### src/rtl/imm_ext_pkg.sv
// Shared definitions for the immediate extender: mode encodings and widths.
package imm_ext_pkg;

  localparam int MODE_W = 2;

  localparam logic [MODE_W-1:0] MODE_ZERO   = 2'b00;
  localparam logic [MODE_W-1:0] MODE_SIGN   = 2'b01;
  localparam logic [MODE_W-1:0] MODE_HIGH   = 2'b10;
  localparam logic [MODE_W-1:0] MODE_PREFIX = 2'b11;

  typedef enum logic [0:0] {
    ST_IDLE  = 1'b0,
    ST_ACCUM = 1'b1
  } state_t;

endpackage

### src/rtl/imm_extender_if.sv
// Chunk-in / result-out handshake bundle for imm_extender.
// master: producer of chunks and consumer of results; slave: the extender.
interface imm_extender_if
  import imm_ext_pkg::*;
#(
  parameter int IN_W  = 8,
  parameter int OUT_W = 16
);
  logic              in_valid;
  logic              in_ready;
  logic [IN_W-1:0]   in_data;
  logic [MODE_W-1:0] mode;
  logic              out_valid;
  logic              out_ready;
  logic [OUT_W-1:0]  out_data;
  logic              out_ovf;

  modport master (
    output in_valid, in_data, mode, out_ready,
    input  in_ready, out_valid, out_data, out_ovf
  );

  modport slave (
    input  in_valid, in_data, mode, out_ready,
    output in_ready, out_valid, out_data, out_ovf
  );
endinterface

### src/rtl/imm_ext_core.sv
// Combinational extension datapath: joins the k accumulated prefix chunks
// with the incoming chunk into V (width (k+1)*IN_W) and zero-extends,
// sign-extends or high-places it into OUT_W bits.
module imm_ext_core
  import imm_ext_pkg::*;
#(
  parameter int IN_W  = 8,
  parameter int OUT_W = 16,
  parameter int ACC_W = 8,
  parameter int KW    = 1
) (
  input  logic [ACC_W-1:0]  acc,
  input  logic [KW-1:0]     k,
  input  logic [IN_W-1:0]   in_data,
  input  logic [MODE_W-1:0] mode,
  output logic [OUT_W-1:0]  result
);
  localparam int CHUNKS = OUT_W / IN_W;

  logic [OUT_W-1:0] full;
  logic [31:0]      w;
  logic [OUT_W-1:0] mask;
  logic [OUT_W-1:0] top;
  logic [OUT_W-1:0] v;
  logic             sign_bit;

  generate
    if (CHUNKS > 1) begin : g_multi
      assign full = {acc, in_data};
    end else begin : g_single
      logic unused_acc;
      assign unused_acc = ^acc;
      assign full = in_data;
    end
  endgenerate

  // Build V and select the extension; mask marks the live low W bits.
  always_comb begin
    w        = (32'(k) + 32'd1) * 32'(IN_W);
    mask     = {OUT_W{1'b1}} >> (32'(OUT_W) - w);
    top      = mask & ~(mask >> 1);
    v        = full & mask;
    sign_bit = |(full & top);
    case (mode)
      MODE_ZERO: result = v;
      MODE_SIGN: begin
        if (sign_bit) begin
          result = v | ~mask;
        end else begin
          result = v;
        end
      end
      MODE_HIGH: result = v << (32'(OUT_W) - w);
      default:   result = v;
    endcase
  end
endmodule

### src/rtl/imm_extender.sv
// Registered immediate extender with prefix accumulation and a one-deep
// valid/ready output register. Optional macro IMM_EXT_FLUSH_EN adds a flush
// input that discards pending prefixes (and any chunk offered that cycle).
module imm_extender
  import imm_ext_pkg::*;
#(
  parameter int IN_W  = 8,
  parameter int OUT_W = 16
) (
  input logic clk,
  input logic rst,
`ifdef IMM_EXT_FLUSH_EN
  input logic flush,
`endif
  imm_extender_if.slave bus
);
  localparam int CHUNKS = OUT_W / IN_W;
  localparam int ACC_W  = (CHUNKS > 1) ? (CHUNKS - 1) * IN_W : IN_W;
  localparam int KW     = (CHUNKS > 1) ? $clog2(CHUNKS) : 1;
  localparam logic [KW-1:0] K_MAX = KW'(CHUNKS - 1);

  state_t                 state;
  logic [ACC_W-1:0]       acc;
  logic [KW-1:0]          k;
  logic                   ovf_pend;
  logic                   result_valid;
  logic [OUT_W-1:0]       result_data;
  logic                   result_ovf;

  logic                   flush_req;
  logic                   accept;
  logic                   final_take;
  logic [KW-1:0]          k_eff;
  logic [ACC_W+IN_W-1:0]  acc_shift;
  logic [OUT_W-1:0]       ext_value;

`ifdef IMM_EXT_FLUSH_EN
  assign flush_req = flush;
`else
  assign flush_req = 1'b0;
`endif

  assign bus.in_ready  = !result_valid || bus.out_ready;
  assign bus.out_valid = result_valid;
  assign bus.out_data  = result_data;
  assign bus.out_ovf   = result_ovf;

  assign accept     = bus.in_valid && bus.in_ready;
  assign final_take = accept && !flush_req && (bus.mode != MODE_PREFIX);
  assign k_eff      = (state == ST_ACCUM) ? k : '0;
  assign acc_shift  = {acc, bus.in_data};

  imm_ext_core #(
    .IN_W  (IN_W),
    .OUT_W (OUT_W),
    .ACC_W (ACC_W),
    .KW    (KW)
  ) u_core (
    .acc     (acc),
    .k       (k_eff),
    .in_data (bus.in_data),
    .mode    (bus.mode),
    .result  (ext_value)
  );

  // Prefix FSM, accumulator and output register; rst beats flush beats accept.
  always_ff @(posedge clk) begin
    if (rst) begin
      state        <= ST_IDLE;
      acc          <= '0;
      k            <= '0;
      ovf_pend     <= 1'b0;
      result_valid <= 1'b0;
      result_data  <= '0;
      result_ovf   <= 1'b0;
    end else begin
      if (final_take) begin
        result_valid <= 1'b1;
        result_data  <= ext_value;
        result_ovf   <= ovf_pend;
      end else if (bus.out_ready) begin
        result_valid <= 1'b0;
      end

      if (flush_req) begin
        state    <= ST_IDLE;
        acc      <= '0;
        k        <= '0;
        ovf_pend <= 1'b0;
      end else if (accept) begin
        case (state)
          ST_IDLE, ST_ACCUM: begin
            if (bus.mode == MODE_PREFIX) begin
              // Oldest chunk falls off the top once the accumulator is full.
              acc   <= acc_shift[ACC_W-1:0];
              state <= ST_ACCUM;
              if (k == K_MAX) begin
                ovf_pend <= 1'b1;
              end else begin
                k <= k + KW'(1);
              end
            end else begin
              state    <= ST_IDLE;
              acc      <= '0;
              k        <= '0;
              ovf_pend <= 1'b0;
            end
          end
          default: begin
            state    <= ST_IDLE;
            acc      <= '0;
            k        <= '0;
            ovf_pend <= 1'b0;
          end
        endcase
      end
    end
  end
endmodule

### src/flat_wrapper.sv
// flat-port wrapper written by rule: the top's interface ports become plain ports
module imm_extender_flat import imm_ext_pkg::*;
#(
  parameter int IN_W  = 8,
  parameter int OUT_W = 16
)
  (clk, rst, bus_in_valid, bus_in_data, bus_mode, bus_out_ready, bus_in_ready, bus_out_valid, bus_out_data, bus_out_ovf);
  imm_extender_if #(.IN_W(IN_W), .OUT_W(OUT_W)) bus_i ();
  input logic clk;
  input logic rst;
  input wire logic [$bits(bus_i.in_valid)-1:0] bus_in_valid;
  input wire logic [$bits(bus_i.in_data)-1:0] bus_in_data;
  input wire logic [$bits(bus_i.mode)-1:0] bus_mode;
  input wire logic [$bits(bus_i.out_ready)-1:0] bus_out_ready;
  output wire logic [$bits(bus_i.in_ready)-1:0] bus_in_ready;
  output wire logic [$bits(bus_i.out_valid)-1:0] bus_out_valid;
  output wire logic [$bits(bus_i.out_data)-1:0] bus_out_data;
  output wire logic [$bits(bus_i.out_ovf)-1:0] bus_out_ovf;
  assign bus_i.in_valid = bus_in_valid;
  assign bus_i.in_data = bus_in_data;
  assign bus_i.mode = bus_mode;
  assign bus_i.out_ready = bus_out_ready;
  assign bus_in_ready = bus_i.in_ready;
  assign bus_out_valid = bus_i.out_valid;
  assign bus_out_data = bus_i.out_data;
  assign bus_out_ovf = bus_i.out_ovf;
  imm_extender #(.IN_W(IN_W), .OUT_W(OUT_W)) u_core (.clk(clk), .rst(rst), .bus(bus_i));
endmodule
### config.mk
export PLATFORM = sky130hd
export DESIGN_NAME = imm_extender_flat
export DESIGN_NICKNAME = d
export VERILOG_FILES = /design/src/rtl/imm_ext_pkg.sv /design/src/rtl/imm_extender_if.sv /design/src/rtl/imm_ext_core.sv /design/src/rtl/imm_extender.sv /design/src/flat_wrapper.sv
export SDC_FILE = /design/constraint.sdc
export NUM_CORES = 1
export LEC_CHECK = 0
export CELL_PAD_IN_SITES_DETAIL_PLACEMENT = 0
export CELL_PAD_IN_SITES_GLOBAL_PLACEMENT = 1
export CORE_MARGIN = 3
export CORE_UTILIZATION = 30
export DETAILED_ROUTE_END_ITERATION = 8
export GPL_TIMING_DRIVEN = 0
export PLACE_DENSITY_LB_ADDON = 0.1
export RECOVER_POWER = 25
export SYNTH_ARGS = -nofsm -noshare
export SYNTH_HDL_FRONTEND = slang
export SYNTH_SLANG_ARGS = --single-unit
export TNS_END_PERCENT = 1
### constraint.sdc
create_clock -name clk -period 2.24 [get_ports clk]
set_input_delay 0.336 -clock clk [delete_from_list [all_inputs] [get_ports clk]]
set_output_delay 0.336 -clock clk [all_outputs]
set_load 0.01 [all_outputs]
# Word-level counts from Yosys, hierarchy flattened
# Index checks and enable logic that the tools add are counted.
[word_totals] ff_bits=29 output_inout_bits=19 elab_cells=41
[classes] addsub=3 eq_ne=5 shift=2 muxes=11 bitwise_logic=6 n_reduce_logical=7
[op_table] op="$and A16 B16 Y16" n=3
[op_table] op="$pmux W16 S2" n=1
[op_table] op="$shl A16 B32 Y16" n=1
[op_table] op="$shr A16 B32 Y16 const A" n=1
[op_table] op="$sub A5 B32 Y32 const A" n=1
[op_table] op="$mux W16" n=1
[op_table] op="$not A15 Y16" n=1
[op_table] op="$not A16 Y16" n=1
[op_table] op="$or A16 B16 Y16" n=1
[op_table] op="$reduce_or A16 Y1" n=1
[op_table] op="$mux W1" n=8
[op_table] op="$mux W8" n=1
[op_table] op="$eq A2 B2 Y1 const B" n=2
[op_table] op="$add A1 B1 Y2 const B" n=1
[op_table] op="$eq A2 B1 Y1 const B" n=1
[op_table] op="$logic_and A1 B1 Y1" n=2
[op_table] op="$ne A2 B1 Y1 const B" n=1
[op_table] op="$ne A2 B2 Y1 const B" n=1
[op_table] op="$reduce_and A2 Y1" n=1
[op_table] op="$reduce_bool A2 Y1" n=1
[op_table] op="$add A1 B1 Y1 const B" n=1
[op_table] op="$logic_not A1 Y1" n=1
[op_table] op="$logic_or A1 B1 Y1" n=1

# Logic depth before layout (Yosys ltp)
# Gate-level depths: netlist (run 1).
[logic_depth] depth_word=10 depth_mapped=7 depth_no_buf=6

# Modules after synthesis
# A second synthesis (run 1) with hierarchy kept.
[hier_totals] hier_cells=159 area_unflattened_um2=1534.0
[modules_own_cells] module="imm_extender" instances=1 cells_per_inst=131 area_per_inst_um2=1300.0 seq_area_each_um2=560.5
[modules_own_cells] module="imm_ext_core" instances=1 cells_per_inst=28 area_per_inst_um2=234.0 seq_area_each_um2=0.0

# Worst setup path after synthesis (run 1)
# No wires, ideal clock.
[synth_path] path_kind="input to register" start="in bus_mode[0]" end="reg u_core.result_data[14] (netlist: u_core.bus.out_data[14])" setup_time_ns=0.132 t_arrival_ns=1.507 required_time_ns=2.108 slack_ns=0.601 cell_stages=7 n_path_buf=2 path_cell_list="inv_1 -> ha_1 -> buf_6 -> or3_4 -> buf_6 -> a311oi_1 -> nor3_1"
[synth_between] elab_chain_len=2 elab_cells_between_ends=5
[synth_lines] item="start: declaration" line_no="flat_wrapper.sv:13" text="input wire logic [$bits(bus_i.mode)-1:0] bus_mode;"
[synth_lines] item="$eq A2 B2 Y1, or another cell as far along" line_no="imm_ext_core.sv:44" text="case (mode)"
[synth_lines] item="$pmux W16 S2 / $logic_and A1 B1 Y1 (equally long branches)" line_no="imm_ext_core.sv:44, imm_extender.sv:49"
[synth_lines] item="end signal: assignment" line_no="imm_extender.sv:79" text="result_data <= ext_value;"
[synth_lines] item="end: declaration" line_no="imm_extender.sv:27" text="logic [OUT_W-1:0] result_data;"
# Parallel ways exist; a longest one is shown, timed or not.
# A chain may end at the register's enable or synchronous reset.

# Worst setup path in the final report (run 1)
[layout_path] start="in bus_mode[0]" end="reg u_core.result_data[11] (netlist: u_core.bus.out_data[11])"
# The elaborated chain is that of the path after synthesis.

==> flow_summary_export.csv, run 1 <==
group,metric,value,unit
sta,fin_tns_setup,0,ps
worst_setup_path,crit_path_top_delay_cell,"clkdlybuf4s50_1",
cells_and_area,final_common_cell,"nand2_1",
worst_setup_path,r2r_start,"u_core.bus.out_valid$_SDFFE_PP0P_",
logic_synthesis,yosys_register_bits,28,
job,max-cap-violations,0,
clock_network,cts_setup_buffers,0,
pwr,p_comb_share,20.8,%
cells_and_area,drive_gt1_share,6.915,%
logic_synthesis,yosysWarnings,0,
place,numPortBuffers,31,
worst_setup_path,crit_path_end,"u_core.bus.out_data[11]$_SDFFE_PP0P_",
place,dp_slack,-197.2,ps
place,gp_congestion,0.7516,
worst_setup_path,cp.required,2380,ps
sta,tightest_slew,514.8,ps
logic_synthesis,synth.net_count,174,
floorplanning,placementRows,22,
pwr,intPower,0.0007387,W
pwr,power_leakage,0.6081,nW
worst_setup_path,r2r-end,"u_core.acc[0]$_SDFFE_PP0P_",
cells_and_area,antennaDiodeCount,0,
logic_synthesis,synth_edf_count,0,
cells_and_area,area_growth,32.40,%
sta,worst_clock_skew,2.960,ps
clock_network,cts_made_buffers,3,
floorplanning,die_area,0.004982,mm²
logic_synthesis,syn-cell-area,0.001251,mm²
pwr,p_clk_share,26.5,%
route,drt-initial-drc-count,45,
clock_network,h-tree-depth,1,
worst_setup_path,cp_top_family,"buffers and inverters",
route,vias_per_cell,5.030,
route,vias,1187,
sta,grt_setup_unrepaired,"false",
worst_setup_path,ff2ff_path_depth,6,
route,drt_first_pass_iters,4,
pwr,peakVddDrop,0.2312,mV
clock_network,cts_root_buf,"clkbuf_8",
floorplanning,die_width,70.58,µm
sta,setup_viol,0,
worst_hold_path,min_path_type,"reg -> reg",
global_routing,antenna_found_initial,0,
worst_setup_path,crit_chain,"clkdlybuf4s50_1, inv_1, ha_1, buf_6, or3_4, buf_6, a311oi_1, nor3_1",
global_routing,grt_pass1_vias,1187,
cells_and_area,final_cell_mix,"nand2_1, dfxtp_1, a21oi_1",
worst_setup_path,crit_start,"bus_mode[0]",
clock_network,postCtsHoldBufs,0,
clock_network,clkSlewWorstSetupHoldPaths,90,ps
worst_setup_path,crit_top_cell,"buf_6",
clock_network,post_cts_resized,0,
floorplanning,die_height,70.58,µm
route,drc,0,
worst_setup_path,max_stage_delay,540,ps
worst_setup_path,ff2ff_setup_slack,750,ps
worst_setup_path,critPathLaunchType,"primary input",
route,ant_nets,0,
pwr,swShare,26.97,%
worst_setup_path,critPathCaptureType,"register",
route,finalWirelength,3382,µm
worst_setup_path,critPathBufInv,4,
clock_network,cts.sinks,28,
worst_setup_path,arrival,2330,ps
place,dp_cells,234,
worst_setup_path,cp.depth,8,
logic_synthesis,synth_cell_types,23,
floorplanning,initial_core_util,32.70,%
global_routing,globalRouteOverflowTotal,0,
logic_synthesis,synth.yosys.seq_area_share,44.80,%
cells_and_area,layout.cells.non_filler,236,
sta,maxSlewViolCount,0,
floorplanning,ios,33,
global_routing,grt_util_all_layers,14.40,%
sta,holdWs,454.7,ps
logic_synthesis,synth-main-ff-cell,"dfxtp_1",
sta,hold_viol,0,
route,wire_per_inst,14.33,µm
floorplanning,core-area,0.003826,mm²
sta,slew_headroom,65.68,%
clock_network,clock_latency,270,ps
global_routing,grt_max_degree,15,
logic_synthesis,synth.avg_cell_area,8.072,µm²
pwr,power.switching,0.0002728,W
logic_synthesis,synth-async-reset-ratio,0,%
clock_network,cts_tree,"done",
logic_synthesis,netlist_instances,155,
worst_setup_path,crit_path_max_fanout,9,
place,place_hpwl,2438,µm
clock_network,clockBufferDepth,2,
sta,period_minus_slack,2189,ps
cells_and_area,nets,209,
cells_and_area,nFillCells,402,
sta,setup_ws,51.48,ps
worst_setup_path,worstSetupPathType,"in -> reg",
pwr,powerDensity,610.6,mW/mm²
sta,fmax,456.9,MHz
status,outcome,"complete, no violations",
pwr,p_seq_share,52.7,%
global_routing,grt_pass1_wl,5782,µm
sta,period_share,97.70,%
[cells in the mapped netlist (2+ instances only)]
cell,n,area share [%]
a21oi_1,27,11
a311oi_1,7,4.9
buf_2,5,2.0
buf_6,2,1.8
clkbuf_1,4,1.2
dfxtp_1,28,45
ha_1,5,5.0
inv_1,2,0.60
nand2_1,29,8.7
nand3_1,16,6.4
nor2_1,10,3.0
nor3_1,9,3.6
[flip-flops by register name, summed over array words and instances, names as in the netlist]
register	cells
u_core.k	1
u_core.ovf_pend	1
u_core.acc	8
u_core.bus.out_valid	1
u_core.bus.out_ovf	1
u_core.bus.out_data	16
[metal layers]
metal	GRT usage (%)	vias up	routed length (µm)	part of all wire [%]
met3	2.415	2	206	6.1
met5	0	-	0	0
met2	22.77	37	1557	46
met4	4.802	0	19	0.56
met1	20.02	542	1599	47
li1	-	606	-	-
[metrics by stage]
stage               utilization, %  cell area (µm²)  total power [W]
CTS                          43.46             1663         0.001030
global placement             42.38             1622        0.0007558
floorplan                        -             1251        0.0006589
finish                       43.30             1657         0.001012
detailed placement           42.38             1622        0.0007603
global route                 43.30             1657         0.001071
[worst reg2reg max path: stages, from the launching register on]
cell and delay, ps:
dfxtp_1 320, nand2b_1 60, clkbuf_1 210, and2_0 150, clkbuf_1 380, nand3_1 140, a21oi_1 160
[layout make-up]
cell class,count,area [µm²],area share (%)
clock buffer,3,41.29,2.492
buffer,12,67.56,4.079
timing repair buffer,31,310.3,18.73
inverter,2,7.507,0.4532
sequential,28,560.5,33.84
multi-input combinational,112,609.3,36.78
tap,48,60.06,3.625
[worst min path at each step]
stage / startpoint / endpoint / slack, ps / cells after the start
detailed placement: u_core.bus.out_data[4]$_SDFFE_PP0P_ / u_core.bus.out_data[4]$_SDFFE_PP0P_ / 450 / 2
finish: u_core.bus.out_data[4]$_SDFFE_PP0P_ / u_core.bus.out_data[4]$_SDFFE_PP0P_ / 450 / 2
global placement: u_core.acc[1]$_SDFFE_PP0P_ / u_core.acc[1]$_SDFFE_PP0P_ / 440 / 2
CTS: u_core.bus.out_data[4]$_SDFFE_PP0P_ / u_core.bus.out_data[4]$_SDFFE_PP0P_ / 460 / 2
global route: u_core.bus.out_data[3]$_SDFFE_PP0P_ / u_core.bus.out_data[3]$_SDFFE_PP0P_ / 480 / 2
floorplan: u_core.ovf_pend$_SDFFE_PP0P_ / u_core.bus.out_ovf$_SDFFE_PP0P_ / 430 / 2
[power groups by stage]
stage | Clock, W | Sequential, W | Combinational, W
after global placement | 0 | 0.000544 | 0.000212
after global routing | 0.000301 | 0.000537 | 0.000233
final | 0.000268 | 0.000533 | 0.000210
after CTS | 0.000281 | 0.000534 | 0.000215
after floorplan | 0 | 0.000554 | 0.000105
after detailed placement | 0 | 0.000546 | 0.000214
[logic make-up after synthesis]
kind of cell,after synthesis,synth area share (%)
DFF,28,44.80
buffers and inverters,15,6.499
and+or+nand+nor,70,25.70
AOI/OAI and AO/OA,37,18.00
adders and majority gates,5,5.000
Note: power is estimated with default switching activity, not from simulation.
==> inputs of run 2 (changes only) <==
Settings changed: PLACE_DENSITY from default to 0.77, PLACE_DENSITY_LB_ADDON 0.1 to default.
==> run 2 against run 1 <==
  * Sequential cell count stayed put
  * Design area rose by 1.8%
  * First-iteration DRC count fell by 6.7%
  * Critical endpoint unchanged
  * Largest cell class unchanged
==> flow_summary_export.csv, run 2 (synthesized netlist as in run 1, its figures left out) <==
group,metric,value,unit
route,vias_per_cell,5.084,
sta,period_share,95.52,%
clock_network,clkSlewWorstSetupHoldPaths,90,ps
cells_and_area,layout.cells.non_filler,238,
worst_setup_path,arrival,2290,ps
pwr,p_seq_share,50.4,%
pwr,swShare,26.47,%
cells_and_area,final_area,0.001687,mm²
pwr,p_clk_share,29.2,%
cells_and_area,antennaDiodeCount,0,
place,numPortBuffers,31,
sta,fmax,467.4,MHz
worst_setup_path,critPathLaunchType,"primary input",
pwr,power_leakage,0.6134,nW
cells_and_area,final_common_cell,"nand2_1",
floorplanning,initial_core_util,32.70,%
sta,period_minus_slack,2140,ps
global_routing,grt_pass1_wl,5602,µm
cells_and_area,largest_register_ffs,16,
cells_and_area,area_growth,34.80,%
cells_and_area,multi_input_area,621.8,µm²
pwr,power.switching,0.0002801,W
clock_network,cts_root_buf,"clkbuf_8",
route,vias,1210,
sta,slew_headroom,65.70,%
floorplanning,die_width,70.58,µm
route,drt-initial-drc-count,42,
worst_setup_path,crit_path_max_fanout,9,
place,place_hpwl,2409,µm
sta,maxSlewViolCount,0,
sta,hold_viol,0,
route,drc,0,
cells_and_area,nets,210,
place,placed_cell_area,0.001622,mm²
cells_and_area,drive_gt1_share,8.421,%
worst_setup_path,r2r_start,"u_core.bus.out_valid$_SDFFE_PP0P_",
worst_setup_path,critPathCaptureType,"register",
sta,grt_setup_unrepaired,"true",
clock_network,cts.sinks,28,
floorplanning,die_height,70.58,µm
global_routing,antenna_found_initial,0,
worst_setup_path,crit_start,"bus_mode[0]",
clock_network,clockBufferDepth,2,
sta,worst_clock_skew,1.489,ps
global_routing,grt_pass1_vias,1165,
worst_setup_path,worstSetupPathType,"in -> reg",
sta,tightest_slew,514.4,ps
worst_hold_path,min_path_type,"reg -> reg",
status,outcome,"complete, no violations",
route,wire_per_inst,14.16,µm
pwr,powerDensity,627.6,mW/mm²
floorplanning,core-area,0.003826,mm²
clock_network,clock_latency,270,ps
job,max-cap-violations,0,
pwr,peakVddDrop,0.4359,mV
cells_and_area,ff_latch_area,560.5,µm²
route,drt_first_pass_iters,4,
clock_network,cts_made_buffers,3,
clock_network,cts_setup_buffers,0,
worst_hold_path,hold_start,"u_core.bus.out_data[5]$_SDFFE_PP0P_",
worst_setup_path,cp.required,2390,ps
pwr,p_comb_share,20.3,%
global_routing,grt_max_degree,16,
place,gp_congestion,0.8370,
place,dp_cells,234,
floorplanning,die_area,0.004982,mm²
route,ant_nets,0,
clock_network,h-tree-depth,1,
pwr,intPower,0.0007783,W
cells_and_area,final_cell_mix,"nand2_1, clkdlybuf4s50_1, dfxtp_1",
route,finalWirelength,3371,µm
cells_and_area,nFillCells,390,
global_routing,grt_util_all_layers,13.85,%
clock_network,cts_tree,"done",
floorplanning,ios,33,
sta,setup_viol,0,
global_routing,globalRouteOverflowTotal,0,
floorplanning,placementRows,22,
-- run 2: changes by cell type in the layout (fill, tap and decap cells not counted), sizes merged --
cell / delta
clkbuf: +2
dlygate4sd3: -2
clkdlybuf4s50: +2
-- run 2: worst max-delay path, cell delays in order --
cell	delay, ps
clkdlybuf4s50_1	540
inv_1	90
ha_1	210
buf_6	140
or3_4	380
buf_6	150
a311oi_1	370
nor3_1	90
-- run 2: final timing paths --
path,to,slack (ps),depth (start not counted)
min reg2reg,u_core.bus.out_data[5]$_SDFFE_PP0P_,450,2
max,u_core.bus.out_data[11]$_SDFFE_PP0P_,100,8
min,u_core.bus.out_data[5]$_SDFFE_PP0P_,450,2
max reg2reg,u_core.acc[6]$_SDFFE_PP0P_,700,6
-- run 2: power groups by stage --
stage	Sequential (W)	Clock, W	Combinational (W)
2_1_floorplan	0.000554	0	0.000105
5_1_grt	0.000537	0.000338	0.000237
3_3_place_gp	0.000544	0	0.000210
3_5_place_dp	0.000546	0	0.000213
6_report	0.000534	0.000310	0.000215
4_1_cts	0.000534	0.000317	0.000214
-- run 2: cell type report --
class | count | area share, %
Multi-Input combinational cell | 112 | 36.87
Sequential cell | 28 | 33.23
Clock buffer | 4 | 3.264
Buffer | 13 | 4.228
Inverter | 2 | 0.4451
Tap cell | 48 | 3.561
Timing Repair Buffer | 31 | 18.40
-- run 2: timing repair --
action | CTS | global route
endpoints found under the hold margin | 0 | 0
hold buffers | 0 | 0
setup endpoints to repair | 0 | 2
resized for setup | 0 | 2
-- run 2: metal layers --
metal,track usage (%),wire length (µm),part of all wire (%),vias up
li1,-,-,-,606
met1,17.86,1422,42,542
met2,22.66,1637,49,60
met3,4.972,297,8.8,2
met4,2.505,13,0.39,0
met5,0,0,0,-
-- run 2: per-stage QoR --
step	total power [W]	hold slack, ps	worst slack (ps)	util (%)	setup TNS (ps)
2_1_floorplan	0.0006589	431.6	601.4	-	0
3_3_place_gp	0.0007539	438.2	-124.3	42.38	-697.4
3_5_place_dp	0.0007589	443.6	-201.0	42.38	-1154
4_1_cts	0.001066	456.9	95.92	43.82	0
5_1_grt	0.001112	473.1	-0.6553	44.08	-0.6553
6_report	0.001058	454.0	100.4	44.08	0
